[src/rtl/vvprojectvv_pkg.sv]
// Shared VGA timing defaults, colour constants and hit-zone bounds for the
// display controller and the bitchange pixel generator.
package vvprojectvv_pkg;

    localparam int CLK_DIV_DEF     = 4;
    localparam int H_TOTAL_DEF     = 800;
    localparam int H_SYNC_DEF      = 96;
    localparam int H_VIS_START_DEF = 144;
    localparam int H_VIS_END_DEF   = 784;
    localparam int V_TOTAL_DEF     = 525;
    localparam int V_SYNC_DEF      = 2;
    localparam int V_VIS_START_DEF = 35;
    localparam int V_VIS_END_DEF   = 515;

    localparam logic [11:0] BLACK = 12'h000;
    localparam logic [11:0] WHITE = 12'hFFF;
    localparam logic [11:0] RED   = 12'hF00;
    localparam logic [11:0] GREEN = 12'h0F0;

    // Hit zone, half-open on both axes like the visible window
    localparam logic [9:0] HIT_H_START = 10'd144;
    localparam logic [9:0] HIT_H_END   = 10'd784;
    localparam logic [9:0] HIT_V_START = 10'd400;
    localparam logic [9:0] HIT_V_END   = 10'd475;

    function automatic logic in_span(input logic [9:0] val,
                                     input logic [9:0] lo,
                                     input logic [9:0] hi);
        return (val >= lo) && (val < hi);
    endfunction

endpackage

[src/rtl/vvprojectvv_mod_counter.sv]
// Enable-gated modulo-MOD up-counter; wrap flags the terminal count so the
// next stage can chain off it.
module vvprojectvv_mod_counter #(
    parameter int MOD = 800,
    parameter int W   = 10
) (
    input  logic         clk,
    input  logic         reset_n,
    input  logic         en,
    output logic [W-1:0] count,
    output logic         wrap
);

    assign wrap = (count == W'(MOD - 1));

    always_ff @(posedge clk or negedge reset_n) begin
        if (!reset_n) begin
            count <= '0;
        end else if (en) begin
            count <= wrap ? '0 : count + W'(1);
        end
    end

endmodule

[src/rtl/vvprojectvv_display_controller.sv]
// VGA timing source and pixel sink: pixel divider, h/v counters, visible-window
// flag, frame tick and a one-pixel-latency registered sync/RGB output stage.
module vvprojectvv_display_controller
    import vvprojectvv_pkg::*;
#(
    parameter int CLK_DIV     = CLK_DIV_DEF,
    parameter int H_TOTAL     = H_TOTAL_DEF,
    parameter int H_SYNC      = H_SYNC_DEF,
    parameter int H_VIS_START = H_VIS_START_DEF,
    parameter int H_VIS_END   = H_VIS_END_DEF,
    parameter int V_TOTAL     = V_TOTAL_DEF,
    parameter int V_SYNC      = V_SYNC_DEF,
    parameter int V_VIS_START = V_VIS_START_DEF,
    parameter int V_VIS_END   = V_VIS_END_DEF
) (
    input  logic        clk,
    input  logic        reset_n,
    input  logic [11:0] rgb_in,
    output logic [9:0]  hCount,
    output logic [9:0]  vCount,
    output logic        bright,
    output logic        pix_en,
    output logic        frame_start,
    output logic        hSync,
    output logic        vSync,
    output logic [3:0]  vga_r,
    output logic [3:0]  vga_g,
    output logic [3:0]  vga_b
);

    if (CLK_DIV < 1 || H_VIS_END > H_TOTAL || V_VIS_END > V_TOTAL ||
        H_TOTAL > 1024 || V_TOTAL > 1024) begin : g_bad_timing
        $error("vvprojectvv_display_controller: illegal timing parameters");
    end

    localparam int DIV_W = (CLK_DIV > 1) ? $clog2(CLK_DIV) : 1;

    logic [DIV_W-1:0] div_cnt;
    logic             div_wrap;
    logic             h_wrap;
    logic             v_wrap;
    logic             v_en;
    logic [9:0]       h_next;
    logic [9:0]       v_next;

    assign div_wrap = (div_cnt == DIV_W'(CLK_DIV - 1));

    // pix_en is registered so it is 0 in reset even when CLK_DIV is 1
    always_ff @(posedge clk or negedge reset_n) begin
        if (!reset_n) begin
            div_cnt <= '0;
            pix_en  <= 1'b0;
        end else begin
            div_cnt <= div_wrap ? '0 : div_cnt + DIV_W'(1);
            pix_en  <= div_wrap;
        end
    end

    assign v_en = pix_en & h_wrap;

    vvprojectvv_mod_counter #(.MOD(H_TOTAL), .W(10)) u_hcnt (
        .clk     (clk),
        .reset_n (reset_n),
        .en      (pix_en),
        .count   (hCount),
        .wrap    (h_wrap)
    );

    vvprojectvv_mod_counter #(.MOD(V_TOTAL), .W(10)) u_vcnt (
        .clk     (clk),
        .reset_n (reset_n),
        .en      (v_en),
        .count   (vCount),
        .wrap    (v_wrap)
    );

    // bright is evaluated on the counters' next values so it lines up with them
    assign h_next = pix_en ? (h_wrap ? 10'd0 : hCount + 10'd1) : hCount;
    assign v_next = v_en   ? (v_wrap ? 10'd0 : vCount + 10'd1) : vCount;

    always_ff @(posedge clk or negedge reset_n) begin
        if (!reset_n) begin
            bright      <= 1'b0;
            frame_start <= 1'b0;
        end else begin
            bright      <= in_span(h_next, 10'(H_VIS_START), 10'(H_VIS_END)) &&
                           in_span(v_next, 10'(V_VIS_START), 10'(V_VIS_END));
            frame_start <= v_en & v_wrap;
        end
    end

    always_ff @(posedge clk or negedge reset_n) begin
        if (!reset_n) begin
            hSync <= 1'b1;
            vSync <= 1'b1;
            vga_r <= 4'h0;
            vga_g <= 4'h0;
            vga_b <= 4'h0;
        end else if (pix_en) begin
            hSync <= !(hCount < 10'(H_SYNC));
            vSync <= !(vCount < 10'(V_SYNC));
            vga_r <= bright ? rgb_in[11:8] : 4'h0;
            vga_g <= bright ? rgb_in[7:4]  : 4'h0;
            vga_b <= bright ? rgb_in[3:0]  : 4'h0;
        end
    end

endmodule

[config.mk]
export PLATFORM = sky130hd
export DESIGN_NAME = vvprojectvv_display_controller
export DESIGN_NICKNAME = d
export VERILOG_FILES = /design/src/rtl/vvprojectvv_pkg.sv /design/src/rtl/vvprojectvv_mod_counter.sv /design/src/rtl/vvprojectvv_display_controller.sv
export SDC_FILE = /design/constraint.sdc
export NUM_CORES = 1
export LEC_CHECK = 0
export BUFFER_PORTS_ARGS = -buffer_cell sky130_fd_sc_hd__buf_4
export CAP_MARGIN = 20
export CORE_MARGIN = 2
export CORE_UTILIZATION = 45
export CTS_BUF_LIST = sky130_fd_sc_hd__clkbuf_8 sky130_fd_sc_hd__clkbuf_16
export DETAILED_ROUTE_END_ITERATION = 8
export GPL_ROUTABILITY_DRIVEN = 0
export PLACE_DENSITY = 0.7
export SLEW_MARGIN = 10
export SYNTH_ARGS = -nofsm -noshare
export SYNTH_HDL_FRONTEND = slang
export SYNTH_SLANG_ARGS = --single-unit
[constraint.sdc]
create_clock -name clk -period 2.83 [get_ports clk]
set_input_delay 0.7075 -clock clk [delete_from_list [all_inputs] [get_ports clk]]
set_output_delay 0.7075 -clock clk [all_outputs]
set_load 0.1 [all_outputs]
* Word level (Yosys, flattened, before mapping)
Cells that the tools add are included.
** Operators by class
- $add $sub $neg :: 3
- Order comparisons :: 6
- Equal/unequal tests :: 3
- Multiplexer cells :: 8
- Bitwise gates (word level) :: 2
- Reduce and logical (&&, ||, !) cells :: 5
** Operator list (number)
- $mux 10 :: 4
- $add 10x1->10 const B :: 2
- $eq 10x10->1 const B :: 2
- $lt 10x10->1 const B :: 2
- $mux 4 :: 3
- $ge 10x6->1 const B :: 1
- $ge 10x8->1 const B :: 1
- $lt 10x2->1 const B :: 1
- $lt 10x7->1 const B :: 1
- $logic_and 1x1->1 :: 3
- $add 2x1->2 const B :: 1
- $and 1x1->1 :: 2
- $eq 2x2->1 const B :: 1
- $logic_not 1->1 :: 2
- $mux 2 :: 1
** Word-level totals
- Register bits :: 39
- Input port bits :: 14
- Output and inout bits :: 37
- Logic and storage cells :: 38

* Depth between registers and ports, before layout
Gate-level depths: netlist of the first run.
- Depth in word-level cells :: 6
- Mapped depth :: 9
- Depth with buffers taken out :: 8

* Hierarchy
From an unflattened synthesis of the first run, not the netlist that was laid out.
** Second synthesis, totals
- Cells, all modules :: 225
- Area total of the unflattened synthesis :: 2117.0 µm²
** Modules (own cells, without submodules)
- vvprojectvv_display_controller :: times used 1, cells an instance 123, area each 1068.5 µm², sequential area each 478.0 µm²
- vvprojectvv_mod_counter at u_vcnt :: times used 1, cells an instance 52, area each 536.8 µm², sequential area each 250.2 µm²
- vvprojectvv_mod_counter at u_hcnt :: times used 1, cells an instance 50, area each 511.7 µm², sequential area each 250.2 µm²

* Worst setup path before layout of the first run
OpenSTA, ideal clock, no wires.
- Path kind :: register to register
- From :: register u_hcnt.count[0]
- To :: register bright
- Library setup time :: 0.080 ns
- Arrival :: 2.725 ns
- Required time :: 2.750 ns
- Slack :: 0.025 ns
- Stages on the path, launching flop included :: 8
- Buffers on the path :: 0
- Clock period less this slack :: 2.805 ns
- Path through :: dfrtp_1 ha_1 and4b_1 nand4_1 nor2b_1 mux2_1 o31a_1 nor3_2
** On the way
- Longest elaborated chain between the ends :: 6
- Elaborated cells on any way between the ends :: 13
- Those cells by class :: add/sub (1); order compare (4); eq/ne (1); mux (3); bitwise (1); reduce/logical (3)
** Ends and longest elaborated chain
- start, declared :: RTL line vvprojectvv_mod_counter.sv:10 : output logic [W-1:0] count,
- start signal, assigned :: RTL line vvprojectvv_mod_counter.sv:20 : count <= wrap ? '0 : count + W'(1);
- $add 10x1->10 / $eq 10x10->1 (equally long branches) :: RTL line vvprojectvv_display_controller.sv:78, vvprojectvv_mod_counter.sv:14
- $mux 10 / $and 1x1->1 (equally long branches) :: RTL line vvprojectvv_display_controller.sv:78, vvprojectvv_display_controller.sv:59
- $mux 10
- $ge 10x8->1 (tied with other cells) :: RTL line vvprojectvv_pkg.sv:29 : return (val >= lo) && (val < hi);
- $logic_and 1x1->1 :: RTL line vvprojectvv_pkg.sv:29
- $logic_and 1x1->1 (*) :: RTL line vvprojectvv_display_controller.sv:86 : bright <= in_span(h_next, 10'(H_VIS_START), 10'(H_VIS_END)) &&
- end signal, assigned :: RTL line vvprojectvv_display_controller.sv:86
- end, declared :: RTL line vvprojectvv_display_controller.sv:21 : output logic bright,
Mark *: on every way between the ends. The rest lies on a longest branch, timed or not.
A chain may end at the register's enable or synchronous reset.

* Worst setup path after layout of the first run
- From :: register u_vcnt.count[6]
- To :: register bright
** On the way
- Longest elaborated chain between the ends :: 6
- Elaborated cells on any way between the ends :: 8
- Those cells by class :: add/sub (1); order compare (2); eq/ne (1); mux (2); reduce/logical (2)
** Ends and longest elaborated chain
- start, declared :: RTL line vvprojectvv_mod_counter.sv:10
- start signal, assigned :: RTL line vvprojectvv_mod_counter.sv:20
- $add 10x1->10 / $eq 10x10->1 (equally long branches) :: RTL line vvprojectvv_display_controller.sv:79, vvprojectvv_mod_counter.sv:14
- $mux 10 :: RTL line vvprojectvv_display_controller.sv:79 : assign v_next = v_en ? (v_wrap ? 10'd0 : vCount + 10'd1) : vCount;
- $mux 10 (*)
- $ge 10x6->1 / $lt 10x10->1 (equally long branches) :: RTL line vvprojectvv_pkg.sv:29
- $logic_and 1x1->1 (*) :: RTL line vvprojectvv_pkg.sv:29
- $logic_and 1x1->1 (*) :: RTL line vvprojectvv_display_controller.sv:86
Marked as above.

==> results of run 1 <==
[stage by stage]
step | power, mW | util [%]
6_report | 1.06 | 58.5
5_1_grt | 1.10 | 58.5
4_1_cts | 1.07 | 58.5
3_5_place_dp | 0.593 | 55.7
3_3_place_gp | 0.593 | 55.7
2_1_floorplan | 0.568 | -
[worst reg2reg max path: stages, from the launching register on]
cell and delay, ps:
dfrtp_1 460, or3_4 440, or4_1 620, a222oi_1 320, nand3_1 180, o31a_1 270
nor3_2 140
[where the power goes]
part / internal [mW] / switching (mW) / total [mW] / leakage (nW)
logic: 0.0113 / 0.0122 / 0.0236 / 0.588
registers: 0.557 / 0 / 0.557 / 0.523
clock network: 0.285 / 0.194 / 0.479 / 0.0612
total: 0.854 / 0.206 / 1.06 / 1.17
[worst paths after layout]
kind	start	endpoint	slack [ps]	cells after the start
hold / removal	reset_n	vga_r[2]$_DFFE_PN0P_	380	1
setup reg to reg	u_vcnt.count[6]$_DFF_PN0_	bright$_DFF_PN0_	320	6
max in group asynchronous	reset_n	vSync$_DFFE_PN1P_	2100	1
setup / recovery	u_vcnt.count[6]$_DFF_PN0_	bright$_DFF_PN0_	320	6
min in group clk	div_cnt[0]$_DFF_PN0_	div_cnt[0]$_DFF_PN0_	430	1
hold reg to reg	div_cnt[0]$_DFF_PN0_	div_cnt[0]$_DFF_PN0_	430	1
[per-layer routing]
layer  vias to the layer above  track usage, %  part of all wire, %
li1                        858               -                    -
met1                       808            25.0                   43
met2                       101            29.9                   46
met3                        16            5.19                  8.5
met4                         0            9.40                  2.2
met5                         -               0                    0
[sequential cells by signal, indices dropped and copies added (netlist names)]
| signal | count |
|---|---|
| bright | 1 |
| div_cnt | 2 |
| u_hcnt.count | 10 |
| vga_r | 4 |
| pix_en | 1 |
| vga_g | 4 |
| vSync | 1 |
| frame_start | 1 |
| hSync | 1 |
| u_vcnt.count | 10 |
| vga_b | 4 |
[layout make-up]
cell class / instances / area share, %
clock buffer: 6 / 3.29
clock inverter: 2 / 1.40
inverter: 19 / 2.84
multi-input combinational: 146 / 35.4
sequential: 39 / 39.0
tap: 52 / 2.59
timing repair buffer: 52 / 15.5
[cells in the mapped netlist (all sizes together) (2+ instances only)]
| library cell | instances | area share (%) |
|---|---|---|
| a21oi | 2 | 0.51 |
| a22oi | 2 | 0.76 |
| a31oi | 4 | 1.3 |
| and2 | 2 | 0.63 |
| and3 | 2 | 0.63 |
| and4 | 2 | 0.89 |
| buf | 2 | 0.63 |
| clkbuf | 6 | 1.1 |
| dfrtp | 37 | 47 |
| dfstp | 2 | 2.7 |
| ha | 4 | 2.5 |
| inv | 19 | 3.6 |
| mux2i | 2 | 1.0 |
| nand2 | 26 | 4.9 |
| nand2b | 2 | 0.63 |
| nand3 | 9 | 2.3 |
| nand4 | 7 | 2.2 |
| nor2 | 10 | 1.9 |
| nor2b | 2 | 0.63 |
| nor3 | 9 | 2.5 |
| nor4 | 3 | 0.95 |
| o21ai | 25 | 6.3 |
| o41ai | 2 | 0.89 |
| or3 | 3 | 1.2 |
| or4 | 3 | 1.1 |
| xnor2 | 2 | 0.89 |
| xor2 | 6 | 2.7 |
[cell families (layout without fill, tap and decap cells)]
logic type / count (synthesis) / in the layout / synth area share (%)
AND/OR/NAND/NOR: 84 / 84 / 22.3
AO/OA/AOI/OAI: 47 / 47 / 15.1
flip-flops: 39 / 39 / 49.6
buffers and inverters: 27 / 79 / 5.39
XOR/XNOR: 8 / 8 / 3.55
adder cells (fa/ha/maj): 4 / 4 / 2.54
multiplexers: 3 / 3 / 1.59
==> impl_metrics.json, run 1 <==
{
  "die_h_um": 70.2,
  "syn_to_final_growth_pct": 27.3,
  "start_util_pct": 45.9,
  "critPathMaxStageDelay_ps": 620,
  "ys_warn_count": 0,
  "p_leak_nw": 1.17,
  "grt_util_all_layers_pct": 19.3,
  "clk_pin_slew_ps": 70,
  "status": "completed",
  "ys_types": 48,
  "clockBufferDepth": 2,
  "synth_fp_nets": 230,
  "grt_start_max_net_pins": 40,
  "post-route-period-util_pct": 88.8,
  "worst_pin_slew_ps": 576,
  "min_path_type": "in2async",
  "fin_tns_setup_ps": 0,
  "multi_input_area_sq_um": 888,
  "final_cell_mix": "buf_4, dfrtp_1, nand2_1",
  "grt-ovfl-total": 0,
  "path_buf_inv": 0,
  "wl_per_cell_um": 14.6,
  "hold_ws_ps": 377,
  "regArea_sq_um": 978,
  "placed_area_sq_um": 2390,
  "cts_hold_buffers": 0,
  "via_per_inst": 5.64,
  "start_kind": "flip-flop",
  "synth_flop_cell": "dfrtp_1",
  "cts_root_buf": "clkbuf_8",
  "num_rows": 24,
  "cts_buffers": 5,
  "vias": 1783,
  "worstPathCellList": "or3_4 -> or4_1 -> a222oi_1 -> nand3_1 -> o31a_1 -> nor3_2",
  "antenna_found_initial": 0,
  "crit_path_end_kind": "flip-flop",
  "fin_skew_ps": 3.53,
  "fmax_mhz": 398,
  "final-setup-viol-count": 0,
  "final_common_cell": "buf_4",
  "dieWidth_um": 70.2,
  "coreArea_sq_um": 4290,
  "fillers": 392,
  "io_buffers": 50,
  "fin_ws_ps": 318,
  "antenna_cells": 0,
  "drive_gt1_share_pct": 25.0,
  "synth-edff-count": 0,
  "grt_pass1_vias": 1628,
  "nNetsFinal": 281,
  "post-cts-setup-buffers": 0,
  "rsz0062_at_grt": "no",
  "hold_viol": 0,
  "fin_area_sq_um": 2510,
  "ios": 51,
  "min_period_ps": 2510,
  "pre_cts_slack_ps": 422,
  "grt_pass1_wl_um": 7520,
  "synth-seq-area-share_pct": 49.6,
  "max-slew-margin-rel_pct": 61.3,
  "worstPathRequired_ps": 3040,
  "netlist_instances": 212,
  "drtIter0Drc": 111,
  "insertion_delay_ps": 290,
  "dpl.cell_count": 308,
  "arrival_ps": 2730,
  "synth-seq-cells": 39,
  "cap_violations": 0,
  "cpMaxStageDelayCell": "or4_1",
  "slew_viol_final": 0,
  "htreeDepth": 2,
  "detail-route-antenna-nets": 0,
  "vdd_ir_drop_max_mv": 0.252,
  "synthesis.area_sq_um": 1970,
  "cts_sinks": 39,
  "drc_errors": 0,
  "cts_tree": "yes",
  "power_density_nw_per_um2": 422,
  "drt_first_pass_iters": 5,
  "cts_resized": 0,
  "stdcell_count": 316,
  "crit_family": "simple AND/OR/NAND/NOR gates",
  "syn_area_per_cell_sq_um": 9.31,
  "die_area_sq_um": 4930,
  "synthArstFlopShare_pct": 100,
  "critical_path_class": "reg2reg",
  "crit_path_max_fanout": 7,
  "finalWirelength_um": 4600,
  "hpwl_um": 3240
}
Power figures use the tool's default switching activity.
==> run 2: changes to the inputs <==
- CORE_MARGIN: 2 -> 5
- CORE_UTILIZATION: 45 -> 52
- PLACE_DENSITY: 0.7 -> 0.79
==> impl_metrics.json, run 2 (synthesis gave the netlist of run 1 again) <==
{
  "regArea_sq_um": 978,
  "grt-ovfl-total": 0,
  "clkPwrFrac_pct": 48.3,
  "final_util_pct": 69.3,
  "final-setup-viol-count": 0,
  "fmax_mhz": 387,
  "status": "completed",
  "arrival_ps": 2760,
  "grt_pass1_vias": 1596,
  "pre_cts_slack_ps": 432,
  "vias": 1779,
  "post-cts-setup-buffers": 0,
  "hold_viol": 0,
  "cts_root_buf": "clkbuf_8",
  "p_switching_mw": 0.204,
  "crit_path_max_fanout": 7,
  "internal_power_mw": 0.917,
  "critPathMaxStageDelay_ps": 640,
  "grt_start_max_net_pins": 40,
  "hpwl_um": 3380,
  "report.power.total_mw": 1.12,
  "dieWidth_um": 71.6,
  "post-route-period-util_pct": 91.4,
  "finalWirelength_um": 4880,
  "final_cell_mix": "buf_4, dfrtp_1, nand2_1",
  "fin_tns_setup_ps": 0,
  "cts_buffers": 5,
  "crit_family": "simple AND/OR/NAND/NOR gates",
  "multi_input_area_sq_um": 888,
  "num_rows": 22,
  "fin_ws_ps": 243,
  "p_leak_nw": 1.19,
  "drt_first_pass_iters": 4,
  "cap_violations": 0,
  "grt_util_all_layers_pct": 19.3,
  "fillers": 299,
  "start_util_pct": 53.9,
  "min_path_type": "in2async",
  "cts_hold_buffers": 0,
  "swShare_pct": 18.2,
  "antenna_found_initial": 0,
  "htreeDepth": 2,
  "largestRegisters": "u_hcnt.count: 10 flops, u_vcnt.count: 10 flops",
  "min_period_ps": 2590,
  "fin_skew_ps": 5.67,
  "vdd_ir_drop_max_mv": 0.399,
  "syn_to_final_growth_pct": 28.5,
  "grt_pass1_wl_um": 7850,
  "cts_sinks": 39,
  "antenna_cells": 0,
  "path_buf_inv": 0,
  "coreArea_sq_um": 3660,
  "max-slew-margin-rel_pct": 56.9,
  "io_buffers": 50,
  "cts_resized": 0,
  "die_h_um": 71.6,
  "cpMaxStageDelayCell": "or4_1",
  "p_comb_share_pct": 2.1,
  "power_density_nw_per_um2": 442,
  "drive_gt1_share_pct": 25.2,
  "drc_errors": 0,
  "nNetsFinal": 283,
  "worstPathRequired_ps": 3010,
  "clockBufferDepth": 2,
  "crit_path_end_kind": "flip-flop",
  "fin_area_sq_um": 2540,
  "detail-route-antenna-nets": 0,
  "clk_pin_slew_ps": 80,
  "critical_path_class": "reg2reg",
  "slew_viol_final": 0,
  "worstPathCellList": "or3_4 -> or4_1 -> a222oi_1 -> nand3_1 -> a211oi_1 -> nor3_2",
  "wl_per_cell_um": 15.5,
  "start_kind": "flip-flop",
  "cts_tree": "yes",
  "insertion_delay_ps": 290,
  "die_area_sq_um": 5130,
  "ios": 51,
  "worst_pin_slew_ps": 641,
  "drtIter0Drc": 172,
  "rsz0062_at_grt": "no",
  "via_per_inst": 5.67,
  "final_common_cell": "buf_4",
  "placed_area_sq_um": 2400,
  "seq_power_share_pct": 49.7
}
## run 2: changes by cell type in the layout (fill, tap and decap cells not counted)
cell | before | now
inv_1 | 19 | 20
clkinv_2 | 1 | 0
clkbuf_8 | 6 | 5
bufinv_16 | 1 | 2
buf_4 | 52 | 54
## run 2: area by class of cell
cell class	count	share of cell area (%)
Sequential cell	39	38.6
Tap cell	48	2.37
Clock inverter	3	2.52
Timing Repair Buffer	54	16.0
Multi-Input combinational cell	146	35.0
Clock buffer	5	2.71
Inverter	19	2.81
## run 2: path summary, 6_finish.rpt
path	slack (ps)	to	startpoint	cells past startpoint
worst min register to register	430	div_cnt[0]$_DFF_PN0_	div_cnt[0]$_DFF_PN0_	1
min in group clk	430	div_cnt[0]$_DFF_PN0_	div_cnt[0]$_DFF_PN0_	1
worst max register to register	240	bright$_DFF_PN0_	u_vcnt.count[6]$_DFF_PN0_	6
max in group asynchronous	2100	vSync$_DFFE_PN1P_	reset_n	1
worst max-delay path	240	bright$_DFF_PN0_	u_vcnt.count[6]$_DFF_PN0_	6
worst min-delay path	360	u_hcnt.count[2]$_DFF_PN0_	reset_n	1
## run 2: power groups by stage
stage / combinational [mW] / clock, mW / sequential [mW]
finish: 0.0231 / 0.541 / 0.557
floorplan: 0.000188 / 0 / 0.568
global placement: 0.0240 / 0 / 0.568
CTS: 0.0241 / 0.549 / 0.557
detailed placement: 0.0241 / 0 / 0.568
global route: 0.0273 / 0.574 / 0.557
## run 2: worst register-to-register path, stage by stage, from the launching register on
cell,delay (ps)
dfrtp_1,440
or3_4,420
or4_1,640
a222oi_1,420
nand3_1,170
a211oi_1,320
nor3_2,60
## run 2: per-stage QoR
step	cells	hold slack (ps)
after floorplan	212	403
after global placement	306	416
after detailed placement	306	427
after CTS	314	384
after global routing	314	407
final	314	358
## run 2: layer usage
| layer | up-vias | GRT usage [%] | share of wire [%] |
|---|---|---|---|
| li1 | 858 | - | - |
| met1 | 815 | 26.7 | 43 |
| met2 | 92 | 29.3 | 46 |
| met3 | 14 | 3.79 | 8.7 |
| met4 | 0 | 9.19 | 2.5 |
| met5 | - | 0 | 0 |
==> run 3: changes to the inputs <==
- ABC_AREA: not set -> 1
- CORE_UTILIZATION: 52 -> 53
==> impl_metrics.json, run 3 <==
{
  "via_per_inst": 5.05,
  "hold_viol": 0,
  "netlist_instances": 295,
  "slew_viol_final": 0,
  "synth-seq-area-share_pct": 45.8,
  "die_area_sq_um": 5400,
  "grt_start_max_net_pins": 40,
  "drtIter0Drc": 129,
  "synth_top_family_by_area": "simple AND/OR/NAND/NOR gates",
  "syn_area_per_cell_sq_um": 7.25,
  "synthMostInstantiatedCell": "nand2_1",
  "synth_fp_nets": 313,
  "post-cts-setup-buffers": 0,
  "fin_ws_ps": 847,
  "vias": 2015,
  "min_path_type": "in2async",
  "synthAdderAreaFrac_pct": 2.34,
  "critical_path_class": "reg2reg",
  "ys_types": 26,
  "final_util_pct": 66.9,
  "nNetsFinal": 366,
  "clk_pin_slew_ps": 70,
  "cts_resized": 0,
  "worstPathRequired_ps": 3020,
  "synth-edff-count": 0,
  "grt-ovfl-total": 0,
  "insertion_delay_ps": 290,
  "worst_pin_slew_ps": 535,
  "cts_buffers": 5,
  "drt_first_pass_iters": 5,
  "cap_violations": 0,
  "io_buffers": 50,
  "htreeDepth": 2,
  "wl_per_cell_um": 12.3,
  "num_rows": 23,
  "hold_ws_ps": 379,
  "crit_path_end_kind": "flip-flop",
  "p_comb_share_pct": 2.5,
  "vdd_ir_drop_max_mv": 0.327,
  "largestRegisters": "u_hcnt.count: 10 flops, u_vcnt.count: 10 flops",
  "internal_power_mw": 0.733,
  "start_kind": "flip-flop",
  "start_util_pct": 54.2,
  "arrival_ps": 2170,
  "finalWirelength_um": 4920,
  "drive_gt1_share_pct": 20.6,
  "dieWidth_um": 73.5,
  "synth-seq-cells": 39,
  "synth_xor_area_share_pct": 1.23,
  "crit_family": "simple AND/OR/NAND/NOR gates",
  "synth_mux_area_share_pct": 0,
  "antenna_found_initial": 0,
  "drc_errors": 0,
  "syn_to_final_growth_pct": 23.3,
  "final_common_cell": "nand2_1",
  "grt_pass1_vias": 1799,
  "synth.cells.most_frequent": "nand2_1, inv_1, nor2_1, dfrtp_1, nand3_1",
  "path_buf_inv": 2,
  "final-setup-viol-count": 0,
  "pre_cts_slack_ps": 874,
  "post-route-period-util_pct": 70.1,
  "p_switching_mw": 0.195,
  "synth_compound_area_share_pct": 3.92,
  "cts_sinks": 39,
  "critPathMaxStageDelay_ps": 600,
  "cpMaxStageDelayCell": "dfrtp_1",
  "coreArea_sq_um": 3940,
  "grt_util_all_layers_pct": 19.9,
  "max-slew-margin-rel_pct": 64.3,
  "crit_top_cell": "nand2_1",
  "cts_tree": "yes",
  "final_cell_mix": "nand2_1, buf_4, inv_1",
  "grt_pass1_wl_um": 8330,
  "clockBufferDepth": 2,
  "dpl.cell_count": 391,
  "synth_simple_gate_area_share_pct": 37.9,
  "ys_warn_count": 0,
  "fin_skew_ps": 6.31,
  "cts_hold_buffers": 0,
  "fmax_mhz": 504,
  "seq_power_share_pct": 60.0,
  "rsz0062_at_grt": "no",
  "hpwl_um": 3610,
  "synth_flop_cell": "dfrtp_1",
  "ios": 51,
  "detail-route-antenna-nets": 0,
  "synth_top_cell_by_area": "dfrtp_1",
  "die_h_um": 73.5,
  "crit_path_max_fanout": 14,
  "p_leak_nw": 1.55,
  "power_density_nw_per_um2": 352,
  "swShare_pct": 21.1,
  "stdcell_count": 399,
  "worstPathCellList": "buf_4 -> nand2_1 -> nor2_2 -> nand2_1 -> inv_1 -> nand3_1 -> nand3_1 -> nand2_1 -> nand2_1 -> nand2_1 -> nand2_1 -> nand2_1 -> nand2_1 -> nor2_1",
  "antenna_cells": 0,
  "cts_root_buf": "clkbuf_8",
  "synth_area_leaders": "dfrtp_1, nand2_1, nand3_1",
  "clkPwrFrac_pct": 37.4,
  "synthArstFlopShare_pct": 100,
  "synth_top_area_share_pct": 43.3,
  "min_period_ps": 1980,
  "status": "completed",
  "fin_tns_setup_ps": 0,
  "synthesis.area_sq_um": 2140
}
==> run 3: cell types whose count changed in the layout (fill, tap and decap cells not counted), moves of 3 or more <==
cell	delta
nor2_1	+28
nand3_1	+23
buf_4	-3
nand2_2	+3
xor2_1	-3
inv_1	+22
o21ai_0	-16
nor2_2	+5
or4_1	-3
inv_2	+4
nand2_1	+68
nor3_1	-5
==> run 3: final cells by class <==
cell class                 instances  area (sq um)
clock buffer                       5          68.8
multi-input combinational        208           971
inverter                          43           161
sequential                        39           978
timing repair buffer              51           383
fill                             337          1310
clock inverter                     3          11.3
tap                               50          62.6
==> run 3: layer usage <==
metal	share of wire [%]	vias up	global-route usage [%]
li1	-	1033	-
met3	7.2	9	5.61
met5	0	-	0
met1	44	902	26.9
met4	1.7	0	5.84
met2	47	71	31.2
==> run 3: worst reg2reg max path, stage by stage (launching register included) <==
cell and delay (ps):
dfrtp_1 600, buf_4 270, nand2_1 100, nor2_2 170, nand2_1 100, inv_1 90, nand3_1 70, nand3_1 120
nand2_1 70, nand2_1 60, nand2_1 40, nand2_1 50, nand2_1 50, nand2_1 60, nor2_1 40
==> run 3: kinds of logic (layout without fill, tap and decap cells) <==
group | after synthesis | count (layout)
compound gates | 15 | 15
simple gates | 186 | 186
flops | 39 | 39
fa+ha+maj | 4 | 4
xor+xnor | 3 | 3
buf+inv | 48 | 102
==> run 3: worst paths after layout <==
| path | start | endpoint | slack [ps] | cells after the start |
|---|---|---|---|---|
| max in group asynchronous | reset_n | hSync$_DFFE_PN1P_ | 2090 | 1 |
| min in group clk | div_cnt[0]$_DFF_PN0_ | div_cnt[0]$_DFF_PN0_ | 440 | 1 |
| worst min-delay path | reset_n | u_hcnt.count[2]$_DFF_PN0_ | 380 | 1 |
| worst min register to register | div_cnt[0]$_DFF_PN0_ | div_cnt[0]$_DFF_PN0_ | 440 | 1 |
| worst max register to register | pix_en$_DFF_PN0_ | bright$_DFF_PN0_ | 850 | 14 |
| worst max-delay path | pix_en$_DFF_PN0_ | bright$_DFF_PN0_ | 850 | 14 |
==> run 3: power by group through the flow <==
stage	clock, mW	sequential (mW)	combinational [mW]
after floorplan	0	0.568	0.00000280
after global placement	0	0.568	0.0241
after detailed placement	0	0.568	0.0246
after CTS	0.365	0.557	0.0245
after global routing	0.385	0.557	0.0270
final	0.347	0.557	0.0235
==> run 3: metrics by stage <==
step	power, mW	area (sq um)
after global placement	0.592	2560
after detailed placement	0.592	2560
after global routing	0.969	2640
after CTS	0.946	2640
final	0.928	2640
after floorplan	0.568	2140
